==> config.mk <==
export PLATFORM = sky130hd
export DESIGN_NAME = lr35902_dma
export DESIGN_NICKNAME = d
export VERILOG_FILES = /design/src/rtl/lr35902_dma.sv
export SDC_FILE = /design/constraint.sdc
export NUM_CORES = 1
export LEC_CHECK = 0
export CELL_PAD_IN_SITES_DETAIL_PLACEMENT = 1
export CELL_PAD_IN_SITES_GLOBAL_PLACEMENT = 1
export CORE_UTILIZATION = 33
export CTS_BUF_LIST = sky130_fd_sc_hd__clkbuf_4
export CTS_CLUSTER_DIAMETER = 40
export DETAILED_ROUTE_END_ITERATION = 7
export PLACE_DENSITY = 0.92
export RECOVER_POWER = 50
export SLEW_MARGIN = 30
export SYNTH_ARGS = -nofsm -noshare
export SYNTH_HDL_FRONTEND = slang
export SYNTH_SLANG_ARGS = --single-unit
export TNS_END_PERCENT = 100
==> constraint.sdc <==
create_clock -name clk -period 2.5 [get_ports clk]
set_input_delay 0.5 -clock clk [delete_from_list [all_inputs] [get_ports clk]]
set_output_delay 0.5 -clock clk [all_outputs]
set_load 0.02 [all_outputs]
==> src/rtl/lr35902_dma.sv <==
// OAM DMA engine for the 0xFF46 register: copies LEN bytes from page {EP,00} into OAM.
// Optional register readback is enabled by defining LR35902_DMA_READBACK_EN.
module lr35902_dma #(
   parameter int         LEN          = 160,
   parameter int         CPB          = 4,
   parameter logic [7:0] VRAM_PAGE_LO = 8'h80,
   parameter logic [7:0] VRAM_PAGE_HI = 8'h9F
) (
   input  logic        clk,
   input  logic        reset,
   input  logic        reg_write,
   input  logic        reg_read,
   input  logic [7:0]  reg_din,
   output logic [7:0]  reg_dout,
   output logic        active,
   output logic        drvext,
   output logic [15:0] adr_rd,
   output logic        rd,
   input  logic [7:0]  data_in,
   output logic [7:0]  adr_wr,
   output logic        wr,
   output logic [7:0]  data_out,
   output logic        done
);

   localparam int              PH_W    = (CPB > 1) ? $clog2(CPB) : 1;
   localparam logic [PH_W-1:0] PH_LAST = PH_W'(CPB - 1);
   localparam logic [8:0]      I_LAST  = 9'(LEN - 1);

   typedef enum logic [1:0] {IDLE = 2'd0, START = 2'd1, XFER = 2'd2} state_t;

   state_t          state_reg, state_next;
   logic [7:0]      ep_reg;
   logic [8:0]      i_reg;
   logic [PH_W-1:0] ph_reg;
   logic [7:0]      data_out_reg;
   logic            done_reg;
   logic [7:0]      ep_fold;
   logic            last_slot;
   logic            in_vram;

   // Pages E0..FF are the echo of C0..DF on the source side.
   assign ep_fold   = (reg_din >= 8'hE0) ? (reg_din & 8'hDF) : reg_din;
   assign last_slot = (state_reg == XFER) && (ph_reg == PH_LAST) && (i_reg == I_LAST);
   assign in_vram   = (ep_reg >= VRAM_PAGE_LO) && (ep_reg <= VRAM_PAGE_HI);

   always_ff @(posedge clk) begin
      if (reset)
         state_reg <= IDLE;
      else
         state_reg <= state_next;
   end

   always_comb begin
      state_next = state_reg;
      if (reg_write)
         state_next = START;
      else begin
         case (state_reg)
            START:   state_next = XFER;
            XFER:    if (last_slot) state_next = IDLE;
            default: state_next = state_reg;
         endcase
      end
   end

   always_comb begin
      active = (state_reg != IDLE) || done_reg;
      rd     = (state_reg == XFER) && (ph_reg == PH_W'(0));
      wr     = (state_reg == XFER) && (ph_reg == PH_W'(2)) && !reg_write;
      drvext = active && !in_vram;
   end

   // Index holds at LEN-1 on the final wrap so adr_wr never leaves the OAM range.
   always_ff @(posedge clk) begin
      if (reset) begin
         ep_reg       <= 8'h00;
         i_reg        <= 9'd0;
         ph_reg       <= '0;
         data_out_reg <= 8'h00;
         done_reg     <= 1'b0;
      end else begin
         done_reg <= last_slot && !reg_write;
         if (reg_write) begin
            ep_reg <= ep_fold;
            i_reg  <= 9'd0;
            ph_reg <= '0;
         end else if (state_reg == XFER) begin
            if (ph_reg == PH_LAST) begin
               ph_reg <= '0;
               if (i_reg != I_LAST)
                  i_reg <= i_reg + 9'd1;
            end else begin
               ph_reg <= ph_reg + PH_W'(1);
            end
         end
         if ((state_reg == XFER) && (ph_reg == PH_W'(1)))
            data_out_reg <= data_in;
      end
   end

   assign adr_rd   = {ep_reg, i_reg[7:0]};
   assign adr_wr   = i_reg[7:0];
   assign data_out = data_out_reg;
   assign done     = done_reg;

`ifdef LR35902_DMA_READBACK_EN
   logic [7:0] page_reg;
   logic [7:0] dout_reg;

   always_ff @(posedge clk) begin
      if (reset) begin
         page_reg <= 8'h00;
         dout_reg <= 8'h00;
      end else begin
         if (reg_write)
            page_reg <= reg_din;
         if (reg_read)
            dout_reg <= page_reg;
      end
   end

   assign reg_dout = dout_reg;
`else
   logic unused_reg_read;
   assign unused_reg_read = reg_read;
   assign reg_dout        = 8'hFF;
`endif

endmodule

# Word-level counts from Yosys, hierarchy flattened
# Index checks and enable logic that the tools add are counted.
dict set report word_totals {
  ff_bits 30
  latchBits 0
  ramBits 0
  romBits 0
  out_inout_bits 45
  mem_count 0
}
dict set report classes {
  add_sub_neg 2
  mul 0
  div_mod_pow 0
  n_lt_le_gt_ge 3
  eq_ne 9
  shift 0
  mux 5
  n_bitwise 0
  reduce_logical 20
}
# cell n
set ops {}
lappend ops {{$ge A8 B8 Y1 const B} 2}
lappend ops {{$add A9 B1 Y9 const B} 1}
lappend ops {{$eq A9 B8 Y1 const B} 1}
lappend ops {{$logic_and A1 B1 Y1} 9}
lappend ops {{$ne A9 B8 Y1 const B} 1}
lappend ops {{$le A8 B8 Y1 const B} 1}
lappend ops {{$eq A2 B2 Y1 const B} 3}
lappend ops {{$mux W6} 1}
lappend ops {{$eq A2 B1 Y1 const B} 2}
lappend ops {{$mux W2} 2}
lappend ops {{$pmux W2 S2} 1}
lappend ops {{$reduce_and A2 Y1} 2}
lappend ops {{$reduce_bool A2 Y1} 2}
lappend ops {{$ne A3 B3 Y1 const B} 1}
lappend ops {{$reduce_and A3 Y1} 1}
lappend ops {{$reduce_bool A3 Y1} 1}
lappend ops {{$add A2 B1 Y2 const B} 1}
lappend ops {{$logic_not A1 Y1} 2}
lappend ops {{$logic_not A2 Y1} 1}
lappend ops {{$ne A2 B2 Y1 const B} 1}
lappend ops {{$reduce_or A2 Y1} 1}
lappend ops {{$logic_or A1 B1 Y1} 1}
lappend ops {{$mux W1} 1}

# Logic depth before layout (Yosys ltp)
dict set report logic_depth {
  word_depth 6
  depth_mapped 6
  depth_no_buf 5
}

# Worst setup path before layout
# OpenSTA, ideal clock, no wires.
dict set report synth_timing {
  kind {input port to output port}
  startpoint {input port reg_write}
  endpoint {output port wr}
  arrival_time_ns 1.318
  path_slack_ns 0.682
  stages 2
  cell_sequence {buf_1 -> nor3b_1}
}
dict set report synth_via {
  elab_chain_cells 2
}
# element line
set synth_rtl {}
lappend synth_rtl {{start, declared} 11} ;# input logic reg_write,
lappend synth_rtl {{$logic_not A1 Y1} 70} ;# wr = (state_reg == XFER) && (ph_reg == PH_W'(2)) && !reg_write;
lappend synth_rtl {{$logic_and A1 B1 Y1} 70}
lappend synth_rtl {{end, declared} 21} ;# output logic wr,
# Every way passes these cells.

# Worst setup path in the final report
# Same ends and word-level chain as after synthesis.

==> reports/qor.txt <==
fin nets: 239
CTS buffer count: 5
syn avg cell area: 8.53 µm²
Synth Area in Adders: 0.0426
mux cell area share after synthesis: 0.0546
clock buffer depth: 2
utilization after layout: 0.476
HPWL after DPL: 2610 µm
core area: 4140 µm²
share of cells above drive strength 1: 0.0512
Fin. Hold Viols: 0
critical path's most frequent cell: clkdlybuf4s50_1
Worst-Margin Slew: 0.662 ns
diodes inserted: 0
Yosys warning count: 0
drt initial violations: 43
slew margin rel.: 0.559
Compound-Gate Fraction of Synth Area: 0.0929
Post CTS Setup Buffer Count: 0
Netlist Area Pre-Place: 1470 µm²
worst ir drop on vdd: 0.000257 V
CP cell instances: clkdlybuf4s50_1 -> nor3b_1 -> clkdlybuf4s50_1
DRT antenna net count: 0
DRC viols: 0
Mapped Cells: 172
GRT Overall Usage: 0.156
io pins: 65
main area contributors after synthesis: dfxtp_1, buf_4, mux2i_1
Hold WS: 0.458 ns
Worst EP arrival: 1.82 ns
FF+latch area: 601 µm²
final setup skew: 0.0110 ns
endpoints failing setup: 0
clk sink count: 30
register share of total power: 0.556
largest family of logic cells by synthesized area: simple AND/OR/NAND/NOR gates
Seq cells post-synth: 30
Multi-input gate area: 672 µm²
simple-gate share of the synthesized area: 0.223
CP Class: primary input to output port
chip width: 68.7 µm
Largest register FFs: 9
sw frac: 0.258
critical path's slowest cell: clkdlybuf4s50_1
P_sw: 0.229 mW
Seq/Total Area, Yosys: 0.409
PD cells: 450 nW/µm²
CTS-repair resized insts: 0
Clock power frac: 0.318
vias in the first global route: 1131
crit-path max cell delay: 0.63 ns
Max Clk Rate: 430 MHz
Placer Congestion: 0.804
placed inst area: 1930 µm²
Final Max Slew Viols: 0
# placed instances: 257
hold-fix buffers at CTS: 0
clock-pin slew on the worst setup and hold paths: 0.09 ns
unrepaired setup endpoints after global routing: no
Post-synth top cells: dfxtp_1, buf_4, nand2_1
Initial Util: 0.354
WL/cell: 12.8 µm
Max Cap Viol: 0
TritonCTS clock tree: built
initial antenna violation count: 0
Comb power frac: 0.126
Total Neg Setup Slack: 0 ns
final wirelength: 3380 µm
area grow syn2layout: 34.4%
status: finished, final reports clean
Worst EP required: 2.00 ns
Top FF cell, synth: dfxtp_1
ys async rst share: 0
htree depth: 2
worst skew pair latency: 0.33 ns
Buffers on Ports: 55
XOR/XNOR Fraction of Synth Area: 0.0239
Pre-antenna DRT Iters: 4
crit end category: output port
final non-filler cell total: 265
Min-Delay Path Class: flip-flop to flip-flop
peak fanout along the critical path: 2
number of synthesized flops with an enable pin: 0
Cell Rows: 23
Vias/cell: 4.74
LEAKAGE: 0.734 nW
Yosys top cell area share: 0.409
die height: 68.7 µm
fin crit share: 0.930
number of distinct library cells after synthesis: 33
Vias: 1256
GRT overflow: 0
Layout Cell Area excl Fill: 1970 µm²
die area: 4720 µm²
crit path time final: 2.32 ns
global-route wire length before repair: 5340 µm
FILL cells: 518
Pint: 0.659 mW
startpoint types: primary input
top-count cell post-synth: dfxtp_1
largest area contributor in the netlist: dfxtp_1
Root Driver: clkbuf_4
largest net degree at the start of global routing: 18
cell families after synthesis:
kind of cell / Yosys count
DFF: 30
xor gates and xnor gates: 4
muxes: 8
AOI/OAI and AO/OA: 21
and+or+nand+nor: 68
other: 1
adders and majority gates: 5
buffers and inverters: 35
area by class of cell:
cell class	count	share of cell area
Clock buffer	6	0.0228
Multi-Input combinational cell	114	0.341
Clock inverter	2	0.00444
Inverter	5	0.00951
Timing Repair Buffer	58	0.287
Tap cell	50	0.0317
Sequential cell	30	0.304
per-layer routing:
metal | part of all wire | track usage
met1 | 0.46 | 0.195
met2 | 0.49 | 0.249
met3 | 0.046 | 0.0378
met4 | 0.0092 | 0.0765
met5 | 0 | 0
worst paths after layout:
kind / startpoint / to / slack [ns] / cells after the start
setup / recovery: reg_write / wr / 0.18 / 3
hold / removal: data_out[7] / data_out[7] / 0.46 / 2
setup reg to reg: i_reg[5] / i_reg[5] / 0.75 / 4
hold reg to reg: data_out[7] / data_out[7] / 0.46 / 2
power groups by stage:
stage,combinational [mW],clock [mW],sequential (mW)
6_report,0.112,0.282,0.494
5_1_grt,0.120,0.320,0.496
2_1_floorplan,0.0551,0,0.513
3_3_place_gp,0.113,0,0.505
3_5_place_dp,0.115,0,0.505
4_1_cts,0.115,0.299,0.494
placed cells by master, fill, tap and decap left out, drive strengths merged, types with 3 or more instances in the layout:
| master | instances |
|---|---|
| nor2 | 18 |
| dfxtp | 30 |
| nor3 | 3 |
| nand3 | 14 |
| ha | 5 |
| dlygate4sd3 | 6 |
| xnor2 | 3 |
| clkdlybuf4s50 | 49 |
| nand2 | 19 |
| nand2b | 3 |
| a21oi | 13 |
| conb | 8 |
| mux2i | 8 |
| clkbuf | 8 |
| inv | 5 |
worst max-delay path, delay by kind of cell:
| family | cells | cell delay (ns) |
|---|---|---|
| buffers and inverters | 2 | 1.10 |
| and+or+nand+nor | 1 | 0.22 |
through the flow:
step | total power [mW] | setup slack [ns]
finish | 0.888 | 0.175
global route | 0.935 | 0.0473
CTS | 0.909 | 0.156
detailed placement | 0.620 | 0.197
global placement | 0.617 | 0.156
floorplan | 0.568 | 0.682
Note: power is estimated with default switching activity, not from simulation.
